$ cat src/rtl/fetch_sequencer.sv
// Fetch-stage sequencer: steps the PC, issues one instruction-memory
// request at a time and hands each fetched word to decode (valid/ready).
//
// Ports:
//   clk, rst                    clock, synchronous active-high reset
//   i_start / i_halt            begin/resume fetching, halt at next fetch
//   i_redirect/_addr            branch/jump taken pulse and its target
//   i_pc                        current PC value (combinational PC output)
//   o_pc_input_en/o_pc_data     PC load enable and load value
//   o_pc_count_en               PC advance enable
//   o_imem_req/_addr            memory request and address
//   i_imem_ready                memory accepts the request this cycle
//   i_imem_rvalid/_rdata        memory read response
//   o_instr_valid/o_instr/_pc   instruction to decode and its address
//   i_instr_ready               decode accepts the instruction
//   o_halted                    sequencer is halted
module fetch_sequencer #(
  parameter int DATA_WIDTH = 16
) (
  input  logic                  clk,
  input  logic                  rst,
  input  logic                  i_start,
  input  logic                  i_halt,
  input  logic                  i_redirect,
  input  logic [DATA_WIDTH-1:0] i_redirect_addr,
  input  logic [DATA_WIDTH-1:0] i_pc,
  output logic                  o_pc_input_en,
  output logic                  o_pc_count_en,
  output logic [DATA_WIDTH-1:0] o_pc_data,
  output logic                  o_imem_req,
  output logic [DATA_WIDTH-1:0] o_imem_addr,
  input  logic                  i_imem_ready,
  input  logic                  i_imem_rvalid,
  input  logic [DATA_WIDTH-1:0] i_imem_rdata,
  output logic                  o_instr_valid,
  output logic [DATA_WIDTH-1:0] o_instr,
  output logic [DATA_WIDTH-1:0] o_instr_pc,
  input  logic                  i_instr_ready,
  output logic                  o_halted
);

  typedef enum logic [2:0] {
    S_IDLE,
    S_FETCH,
    S_WAIT,
    S_OUT,
    S_HALT
  } state_t;

  state_t                r_state;
  state_t                w_state_nxt;
  logic                  r_redir_pend;
  logic [DATA_WIDTH-1:0] r_redir_addr;
  logic                  r_drop;
  logic                  r_halt_pend;
  logic [DATA_WIDTH-1:0] r_instr;
  logic [DATA_WIDTH-1:0] r_instr_pc;

  logic   w_live;
  logic   w_acc;
  logic   w_halt;
  logic   w_rsp;
  logic   w_keep;
  state_t w_resume;

  assign w_live = (r_state != S_IDLE);
  assign w_acc  = (r_state == S_FETCH) && i_imem_ready;
  // A halt raised in the same cycle as a fetch boundary takes effect there.
  assign w_halt = r_halt_pend || i_halt;
  assign w_resume = w_halt ? S_HALT : S_FETCH;
  assign w_rsp  = (r_state == S_WAIT) && i_imem_rvalid;
  // A redirect coinciding with the response squashes that response too.
  assign w_keep = w_rsp && !r_drop && !i_redirect;

  assign o_instr    = r_instr;
  assign o_instr_pc = r_instr_pc;

  always_comb begin
    w_state_nxt   = r_state;
    o_imem_req    = 1'b0;
    o_imem_addr   = '0;
    o_pc_input_en = 1'b0;
    o_pc_count_en = 1'b0;
    o_pc_data     = '0;
    o_instr_valid = 1'b0;
    o_halted      = 1'b0;
    unique case (r_state)
      S_IDLE: begin
        if (i_start) w_state_nxt = S_FETCH;
      end
      S_FETCH: begin
        o_imem_req  = 1'b1;
        o_imem_addr = i_pc;
        // Loading the target makes the PC present it on i_pc now.
        if (r_redir_pend) begin
          o_pc_input_en = 1'b1;
          o_pc_data     = r_redir_addr;
        end
        if (i_imem_ready) begin
          o_pc_count_en = 1'b1;
          w_state_nxt   = S_WAIT;
        end else if (w_halt) begin
          w_state_nxt = S_HALT;
        end
      end
      S_WAIT: begin
        if (i_imem_rvalid) begin
          if (r_drop || i_redirect) w_state_nxt = w_resume;
          else w_state_nxt = S_OUT;
        end
      end
      S_OUT: begin
        o_instr_valid = 1'b1;
        if (i_instr_ready || i_redirect) w_state_nxt = w_resume;
      end
      S_HALT: begin
        o_halted = 1'b1;
        if (i_start) w_state_nxt = S_FETCH;
      end
      default: w_state_nxt = S_IDLE;
    endcase
  end

  always_ff @(posedge clk) begin
    if (rst) begin
      r_state      <= S_IDLE;
      r_redir_pend <= 1'b0;
      r_redir_addr <= '0;
      r_drop       <= 1'b0;
      r_halt_pend  <= 1'b0;
      r_instr      <= '0;
      r_instr_pc   <= '0;
    end else begin
      r_state <= w_state_nxt;
      if (w_acc) begin
        r_instr_pc   <= o_imem_addr;
        r_redir_pend <= 1'b0;
      end
      // Later assignment: a redirect in the accept cycle stays pending.
      if (i_redirect && w_live) begin
        r_redir_pend <= 1'b1;
        r_redir_addr <= i_redirect_addr;
      end
      if (w_keep) r_instr <= i_imem_rdata;
      if (w_rsp) begin
        r_drop <= 1'b0;
      end else if (i_redirect && (w_acc || r_state == S_WAIT)) begin
        r_drop <= 1'b1;
      end
      if (r_state == S_HALT && i_start) begin
        r_halt_pend <= i_halt;
      end else if (i_halt && w_live) begin
        r_halt_pend <= 1'b1;
      end
    end
  end

endmodule

$ cat config.mk
export PLATFORM = sky130hd
export DESIGN_NAME = fetch_sequencer
export DESIGN_NICKNAME = d
export VERILOG_FILES = /design/src/rtl/fetch_sequencer.sv
export SDC_FILE = /design/constraint.sdc
export NUM_CORES = 1
export LEC_CHECK = 0
export CAP_MARGIN = 20
export CORE_MARGIN = 2
export CORE_UTILIZATION = 42
export CTS_CLUSTER_DIAMETER = 150
export DETAILED_ROUTE_END_ITERATION = 16
export GPL_TIMING_DRIVEN = 0
export PLACE_DENSITY_LB_ADDON = 0.3
export SYNTH_ARGS = -nofsm -noshare
export SYNTH_HDL_FRONTEND = slang
export SYNTH_SLANG_ARGS = --single-unit
$ cat constraint.sdc
create_clock -name clk -period 3.6 [get_ports clk]
set_input_delay 0.72 -clock clk [delete_from_list [all_inputs] [get_ports clk]]
set_output_delay 0.72 -clock clk [all_outputs]
set_load 0.005 [all_outputs]
Word level (Yosys, flattened, before mapping)
Index checks and enable logic that the tools add are counted.
- register bits: 54
- input bits: 56
- mux-type cells: 22
- reductions and logical operators: 21
- equal/unequal tests: 8
- operators with widths (cell ; count):
    $mux 16 ; 3
    $mux 3 ; 7
    $pmux 3 s4 ; 1
    $mux 1 ; 11
    $logic_and 1x1->1 ; 8
    $eq 3x2->1 const B ; 2
    $logic_or 1x1->1 ; 4
    $ne 2x2->1 const B ; 2
    $reduce_and 4->1 ; 1
    $reduce_bool 2->1 ; 2
    $reduce_or 2->1 ; 2
    $eq 3x1->1 const B ; 1
    $eq 3x3->1 const B ; 1
    $logic_not 3->1 ; 1
    $ne 3x3->1 const B ; 1
    $reduce_bool 3->1 ; 1
    $logic_not 1->1 ; 2
    $ne 2x1->1 const B ; 1

Depth between registers and ports, before layout
Gate-level depths: netlist of the first run.
- depth in word-level cells: 5
- depth in mapped cells: 7
- depth with buffers taken out: 6

Least setup slack after synthesis of the first run
No wires, ideal clock.
- kind: flip-flop to output port
- start point: reg r_state[0]
- end point: out o_pc_data[0]
- path buffers: 3
- cell stages (with the launch flop): 6
- arrival time: 1212 ps
- setup slack: 1668 ps
- path through: dfxtp_1 > buf_4 > nor3b_2 > buf_2 > buf_2 > and3_1
- longest elaborated chain between the ends: 2
- ends and longest elaborated chain (what ; RTL line ; source):
    from (decl) ; 50 ; state_t r_state;
    from (signal assigned) ; 134 ; r_state <= w_state_nxt;
    $eq 3x1->1 ; 87 ; unique case (r_state)
    $mux 16 ; 87 ;
    to (decl) ; 29 ; output logic [DATA_WIDTH-1:0] o_pc_data,
Every way passes these cells.

Final worst setup path of the first run
- start point: in i_imem_ready
- end point: out o_pc_count_en
- longest elaborated chain between the ends: 2
- ends and longest elaborated chain (what ; RTL line ; source):
    from (decl) ; 32 ; input logic i_imem_ready,
    $mux 1 ; 99 ; if (i_imem_ready) begin
    $mux 1 ; 87 ;
    to (decl) ; 28 ; output logic o_pc_count_en,
Every way passes these cells.

==> results of run 1 <==
where the power goes:
group          total, uW  internal (uW)  switching (uW)
Sequential           658            635            23.3
Combinational        348            194             153
Clock                317            134             182
Total               1320            964             359
per-layer routing:
layer | share of wire (%) | global-route usage [%]
met1 | 41 | 22.5
met2 | 49 | 36.2
met3 | 8.1 | 6.98
met4 | 1.7 | 6.07
met5 | 0 | 0
registers in the layout, indices dropped and copies added (netlist names):
register,flops
o_instr_pc,16
r_redir_pend,1
r_state,3
r_halt_pend,1
o_instr,16
r_drop,1
r_redir_addr,16
per-stage QoR:
stage          instances  hold WS, ps  area [um2]
3_5_place_dp         490          443        3610
3_3_place_gp         490          437        3610
5_1_grt              497          469        3680
6_report             497          454        3680
4_1_cts              497          455        3680
2_1_floorplan        297          432        2290
how the worst max path moves through the flow:
stage / cells after the start / slack (ps) / endpoint / startpoint
2_1_floorplan: 5 / 1670 / o_pc_data[0] / r_state[0]$_SDFFE_PP0P_
3_3_place_gp: 5 / 560 / o_pc_count_en / i_imem_ready
3_5_place_dp: 5 / 560 / o_pc_count_en / i_imem_ready
4_1_cts: 5 / 560 / o_pc_count_en / i_imem_ready
5_1_grt: 5 / 440 / o_pc_count_en / i_imem_ready
6_report: 5 / 560 / o_pc_count_en / i_imem_ready
kinds of logic (layout without fill, tap and decap cells):
family / Yosys count / in the layout
buffers and inverters: 25 / 155
and+or+nand+nor: 154 / 154
AOI/OAI and AO/OA: 64 / 64
DFF: 54 / 54
layout make-up:
| type | instances | area share (%) |
|---|---|---|
| repair buffers | 123 | 33.4 |
| flip-flops and latches | 54 | 29.3 |
| multi-input cells | 218 | 29.2 |
| plain buffers | 20 | 3.06 |
| well taps | 70 | 2.38 |
| clock buffers | 7 | 2.07 |
| inverters | 5 | 0.509 |
worst min-delay path, stage by stage, from the launching register on:
cell,delay (ps)
dfxtp_1,310
nand2_1,50
a21oi_1,50
Yosys cell counts:
master     n
nor2_1     5
and2b_1    1
o21ai_0    1
a31oi_1    1
a311oi_1   3
and3_1    17
dfxtp_1   54
nand3_2    1
nor3_2     1
a21o_1     1
a21oi_1   52
clkbuf_1   7
o21a_1     1
buf_1      1
buf_4      4
a221oi_1   1
or4_1      1
o21ai_1    1
nor3_1     4
a21oi_2    1
buf_6      2
inv_1      4
o41ai_1    1
and2_1    19
nand3b_1   1
buf_2      6
a211o_1    1
nand2_2    2
nor3b_2    1
inv_2      1
or3_4      1
nor3b_1    1
nand2_1   98
nand2b_1   1
==> results.md, run 1 <==
* Crit Path Max Fanout at 10
* Final Util at 71.2%
* Final Critical Period at 3040 ps
* Cells after Synth at 297
* CTS tree: built
* Die area at 6060 um2
* Final hold violation count at 0
* Worst setup EP type: output port
* Number of diodes at 0
* Crit path max-delay family: buffers and inverters
* DR vias/cell at 4.82
* Max IR drop VDD at 0.000230 V
* CTS hold repair buffers at 0
* I/O Buffers at 123
* Post-cts resize count at 0
* Commonest cells after routing, fill and taps aside: clkdlybuf4s50_1, nand2_1, dfxtp_1
* Seq/Total Area, Yosys at 47.2%
* Pwr Total at 1320 uW
* Startpoint Class: input pin
* Clock Sinks at 54
* Cell area after synthesis at 2290 um2
* End of the worst register-to-register path: o_instr[15]$_SDFFE_PP0P_
* Synth Warn # at 0
* HPWL Detailed at 4820 um
* Slew Limit Fails at 0
* DRT antenna net count at 0
* Initial antenna violation count at 0
* Hold Path Depth at 2
* WL per Instance at 12.4 um
* Commonest non-fill, non-tap cell in the layout: clkdlybuf4s50_1
* Final nets at 483
* Period utilization at 84.5%
* Max Cap Violations at 0
* Clock slew at reported path FFs at 80 ps
* Pre-antenna DRT Iters at 4
* Status: finished, final reports clean
* Adder-Cell Fraction of Synth Area at 0%
* Min-delay src: r_redir_addr[4]$_SDFFE_PP0P_
* Final TNS setup at 0 ps
* Share of cells above drive strength 1 at 5.85%
* Reg area at 1080 um2
* Largest net degree at the start of global routing at 15
* Achievable frequency at 329 MHz
* Worst Path Required at 2880 ps
* Bufs and invs on worst path at 4
* Pwr Density at 359 nW/um2
* Area of the multi-input gates at 1080 um2
* Layout area overhead at 60.9%
* Netlist cell types at 34
* Reg2reg start: r_state[2]$_SDFFE_PP0P_
* TritonCTS buffer count at 5
* Die W at 77.8 um
* Arrival time worst endpoint at 2320 ps
* Syn nets at 353
* Synth Area in Simple Gates at 31.6%
* Vias at 2394
* Clock Path Buffers at 2
* CP most frequent cell: clkdlybuf4s50_1
* Post-synthesis mux area share at 0%
* Top Ports at 125
* Yosys reg bits at 54
* H-tree Lvls at 2
* Placement Rows at 26
* Final setup vio count at 0
* Post-CTS setup buffer count at 0
* R2r setup slk at 1970 ps
* Clock Latency Late Sink at 300 ps
* Placer Congestion at 0.876
* 1st-iter DRT viols at 58
* GRT overflow at 0
* Slowest stage delay, CP at 550 ps
* HP Class: flop to flop
* Register-to-Register Path Depth at 5
* Crit-path cells: clkdlybuf4s50_1, nand2_2, inv_2, buf_4, clkdlybuf4s50_1
* Starting Density at 44.3%
* Placement Setup Slack at 562 ps
* Mapped Avg Cell Area at 7.71 um2
* Clock Skew at 6.68 ps
* Vias in the first global route at 2364
* RSZ-0062 raised after global routing: false
* Std-Cell Core Area at 5170 um2
* First-pass GRT wire length at 10000 um
* Yosys top cell by area: dfxtp_1
* Xor/xnor share of the synthesized area at 0%
* Pleak at 0.00137 uW
* Clock root buffer: clkbuf_8
* Hold Path End: r_redir_addr[4]$_SDFFE_PP0P_
* Max-slew headroom at 63.7%
* Slew @ Worst Pin at 544 ps
* DRC at 0
* Compound-Gate Fraction of Synth Area at 15.4%
* Total Routing Usage GR at 20.2%
* Largest family of logic cells by synthesized area: simple AND/OR/NAND/NOR gates
* Filler instances at 405
* Setup WS post-layout at 559 ps
* Top-area cell type share of the netlist area at 47.2%
* WS Path Type: input pin to output port
* CP max-delay cell: clkdlybuf4s50_1
* Die height at 77.8 um
* Post-Route WL at 6150 um
* Synth area leaders: dfxtp_1, nand2_1, a21oi_1, and2_1, and3_1
Power figures use the tool's default switching activity.
==> run 2: changes to the inputs <==
--- a/config.mk
+++ b/config.mk
@@ -7,7 +7,7 @@
 export LEC_CHECK = 0
 export CAP_MARGIN = 20
 export CORE_MARGIN = 2
-export CORE_UTILIZATION = 42
+export CORE_UTILIZATION = 39
 export CTS_CLUSTER_DIAMETER = 150
 export DETAILED_ROUTE_END_ITERATION = 16
 export GPL_TIMING_DRIVEN = 0
==> constraint.sdc (replaced) <==
create_clock -name clk -period 2.9 [get_ports clk]
set_input_delay 0.58 -clock clk [delete_from_list [all_inputs] [get_ports clk]]
set_output_delay 0.58 -clock clk [all_outputs]
set_load 0.005 [all_outputs]
==> results.md, run 2 (synthesis gave the netlist of run 1 again) <==
* Status: finished, final reports clean
* Reg2reg start: r_state[2]$_SDFFE_PP0P_
* Commonest non-fill, non-tap cell in the layout: clkdlybuf4s50_1
* Starting Density at 41.1%
* Pwr Total at 1640 uW
* Final Util at 66.3%
* R2r setup slk at 1210 ps
* Cell Count, Final, Fillers Out at 499
* DRT antenna net count at 0
* Max-slew headroom at 65.0%
* Share of cells above drive strength 1 at 5.85%
* HP Class: flop to flop
* Clock root buffer: clkbuf_8
* Hold Path End: r_redir_addr[10]$_SDFFE_PP0P_
* CTS hold repair buffers at 0
* TritonCTS buffer count at 5
* Top Ports at 125
* WL per Instance at 12.6 um
* Die area at 6500 um2
* First-pass GRT wire length at 9940 um
* Initial antenna violation count at 0
* Inst Count DP at 492
* Register-to-Register Path Depth at 5
* I/O Buffers at 123
* Pre-antenna DRT Iters at 4
* HPWL Detailed at 4830 um
* Die W at 80.6 um
* Clock Latency Late Sink at 290 ps
* Arrival time worst endpoint at 2220 ps
* Slew @ Worst Pin at 525 ps
* H-tree Lvls at 2
* Std-Cell Core Area at 5570 um2
* Pleak at 0.00137 uW
* Total Routing Usage GR at 19.1%
* WHS at 455 ps
* Min-delay src: r_redir_addr[10]$_SDFFE_PP0P_
* 1st-iter DRT viols at 70
* Final setup vio count at 0
* Commonest cells after routing, fill and taps aside: clkdlybuf4s50_1, nand2_1, dfxtp_1
* Largest net degree at the start of global routing at 15
* Placed Area at 3610 um2
* Vias at 2391
* Hold Path Depth at 2
* CTS tree: built
* Period utilization at 96.5%
* Clock Sinks at 54
* Worst setup EP type: output port
* Post-Route WL at 6290 um
* DR vias/cell at 4.79
* WS Path Type: flop to output port
* Startpoint Class: flop
* Max IR drop VDD at 0.000266 V
* Vias in the first global route at 2229
* Layout area overhead at 61.4%
* Die height at 80.6 um
* Clock slew at reported path FFs at 90 ps
* Crit Path Max Fanout at 10
* Final nets at 483
* Design Area, Final at 3700 um2
* Clock Skew at 5.87 ps
* End of the worst register-to-register path: o_instr[9]$_SDFFE_PP0P_
* Placer Congestion at 0.866
* Final Critical Period at 2800 ps
* Final hold violation count at 0
* Max Cap Violations at 0
* DRC at 0
* Number of diodes at 0
* Achievable frequency at 357 MHz
* Post-cts resize count at 0
* Placement Rows at 27
* Slew Limit Fails at 0
* Worst Path Required at 2320 ps
* Pwr Density at 444 nW/um2
* Post-CTS setup buffer count at 0
* GRT overflow at 0
* Clock Path Buffers at 2
## run 2: cell types whose count changed in the layout (fill, tap and decap cells not counted), sizes merged
cell    previous run  this run
clkbuf            14        15
buf               13        12
## run 2: how the worst max path moves through the flow
stage                          endpoint                     from  cells past startpoint
after floorplan            o_pc_data[0]  r_state[0]$_SDFFE_PP0P_                      5
final                      o_pc_data[3]  r_state[0]$_SDFFE_PP0P_                      6
after global routing       o_pc_data[1]  r_state[0]$_SDFFE_PP0P_                      6
after detailed placement  o_pc_count_en             i_imem_ready                      5
after global placement    o_pc_count_en             i_imem_ready                      5
after CTS                  o_pc_data[3]  r_state[0]$_SDFFE_PP0P_                      6
## run 2: per-stage QoR
step | worst slack (ps) | TNS [ps]
after floorplan | 1110 | 0
after global placement | 132 | 0
after detailed placement | 133 | 0
after CTS | 51.6 | 0
after global routing | -21.4 | -85.9
final | 101 | 0
## run 2: cell type report
cell class                 instances  area (um2)
clock buffer                       7        76.3
multi-input combinational        218        1080
sequential                        54        1080
timing repair buffer             123        1230
tap                               72        90.1
buffer                            20         115
fill                             516        1880
inverter                           5        18.8
## run 2: routing by layer
metal	GRT usage [%]	wire length, um	vias to the layer above
met3	5.84	589	2
li1	-	-	1235
met2	34.2	3050	90
met1	22.4	2630	1064
met4	4.07	18	0
met5	0	0	-
## run 2: critical path, cell delays in order (launching register included)
cell             delay [ps]
dfxtp_1                 370
buf_4                   170
nor3b_4                 250
clkbuf_4                250
buf_2                   200
and3_1                  180
clkdlybuf4s50_1         500
## run 2: report_power, final
part           internal (uW)  leakage, uW  switching (uW)  total, uW
sequential               788     0.000438            31.0        819
clock                    167    0.0000383             218        385
combinational            245     0.000891             193        437
total                   1200      0.00137             442       1640
==> run 3: changes to the inputs <==
--- a/config.mk
+++ b/config.mk
@@ -11,7 +11,7 @@
 export CTS_CLUSTER_DIAMETER = 150
 export DETAILED_ROUTE_END_ITERATION = 16
 export GPL_TIMING_DRIVEN = 0
-export PLACE_DENSITY_LB_ADDON = 0.3
+export PLACE_DENSITY = 0.81
 export SYNTH_ARGS = -nofsm -noshare
 export SYNTH_HDL_FRONTEND = slang
 export SYNTH_SLANG_ARGS = --single-unit
==> results.md, run 3 (synthesis gave the netlist of run 1 again) <==
* Clock Sinks at 54
* TritonCTS buffer count at 5
* Commonest non-fill, non-tap cell in the layout: clkdlybuf4s50_1
* Commonest cells after routing, fill and taps aside: clkdlybuf4s50_1, nand2_1, dfxtp_1
* WS Path Type: input pin to output port
* Die W at 80.6 um
* Clock Path Buffers at 2
* First-pass GRT wire length at 10100 um
* Max Cap Violations at 0
* Clock Latency Late Sink at 300 ps
* Layout area overhead at 62.1%
* Die area at 6500 um2
* Max IR drop VDD at 0.000333 V
* H-tree Lvls at 2
* Placer Congestion at 0.852
* Cell Count, Final, Fillers Out at 500
* HPWL Detailed at 4940 um
* Final Critical Period at 2750 ps
* Starting Density at 41.1%
* I/O Buffers at 123
* Worst Path Required at 2320 ps
* DR vias/cell at 4.79
* Arrival time worst endpoint at 2170 ps
* Slowest stage delay, CP at 540 ps
* Share of cells above drive strength 1 at 6.31%
* Largest net degree at the start of global routing at 16
* Pre-antenna DRT Iters at 5
* Worst setup EP type: output port
* DRC at 0
* HP Class: flop to flop
* Status: finished, final reports clean
* Total Routing Usage GR at 19.7%
* DRT antenna net count at 0
* Clock slew at reported path FFs at 90 ps
* Vias in the first global route at 2279
* GRT overflow at 0
* Top Ports at 125
* Std-Cell Core Area at 5570 um2
* Pwr Total at 1680 uW
* Crit-path cells: clkdlybuf4s50_1, nand2_2, inv_2, buf_4, clkdlybuf4s50_1
* Slew @ Worst Pin at 506 ps
* 1st-iter DRT viols at 55
* Final setup vio count at 0
* Period utilization at 94.9%
* Startpoint Class: input pin
* Initial antenna violation count at 0
* Achievable frequency at 363 MHz
* Final nets at 483
* Setup WS post-layout at 149 ps
* Crit Path Max Fanout at 10
* CP most frequent cell: clkdlybuf4s50_1
* RSZ-0062 raised after global routing: false
* Number of diodes at 0
* Placement Setup Slack at 137 ps
* Placement Rows at 27
* Clock root buffer: clkbuf_8
* Inst Count DP at 492
* Slew Limit Fails at 0
* Clock Skew at 4.88 ps
* Pleak at 0.00138 uW
* CP max-delay cell: clkdlybuf4s50_1
* WL per Instance at 12.8 um
* Vias at 2397
* CTS tree: built
* Max-slew headroom at 66.3%
* Die height at 80.6 um
* Pwr Density at 452 nW/um2
* Final hold violation count at 0
* Filler instances at 490
* Post-Route WL at 6400 um
* Final TNS setup at 0 ps
## run 3: routing by layer
layer  up-vias  track usage (%)  share of wire, %
met5         -                0                 0
met4         0             5.08              0.77
met3         4             5.06               7.4
met2        77             35.8                50
met1      1080             22.7                42
li1       1236                -                 -
## run 3: repair_timing
item,in CTS,in global routing
setup endpoints to repair,0,30
resized for setup,0,3
hold buffers,0,0
buffers inserted,0,0
## run 3: worst max-delay path, delay by kind of cell
family        cells  cell delay (ps)
buf+inv           4             1420
simple gates      1              160
## run 3: through the flow
stage                     utilization, %  instance area [um2]  hold slack, ps
after floorplan                        -                 2290             432
after global placement              64.8                 3610             437
after detailed placement            64.8                 3610             443
after CTS                           66.4                 3700             456
after global routing                66.6                 3710             469
final                               66.6                 3710             456
## run 3: path summary, 6_finish.rpt
| path | to | slack [ps] | start | cells past startpoint |
|---|---|---|---|---|
| max | o_pc_count_en | 150 | i_imem_ready | 5 |
| max reg2reg | o_instr[12]$_SDFFE_PP0P_ | 1270 | r_state[2]$_SDFFE_PP0P_ | 5 |
| min | r_redir_addr[6]$_SDFFE_PP0P_ | 460 | r_redir_addr[6]$_SDFFE_PP0P_ | 2 |
| min reg2reg | r_redir_addr[6]$_SDFFE_PP0P_ | 460 | r_redir_addr[6]$_SDFFE_PP0P_ | 2 |
## run 3: layout make-up
class | count | area [um2] | share of cell area [%]
timing repair buffer | 123 | 1230 | 33.2
multi-input combinational | 218 | 1080 | 29.2
sequential | 54 | 1080 | 29.1
buffer | 20 | 115 | 3.10
tap | 72 | 90.1 | 2.43
clock buffer | 7 | 86.3 | 2.33
inverter | 5 | 18.8 | 0.506
clock inverter | 1 | 5.00 | 0.135
## run 3: where the power goes
part	switching [uW]	internal [uW]
clock	225	193
combinational	194	245
sequential	31.0	788
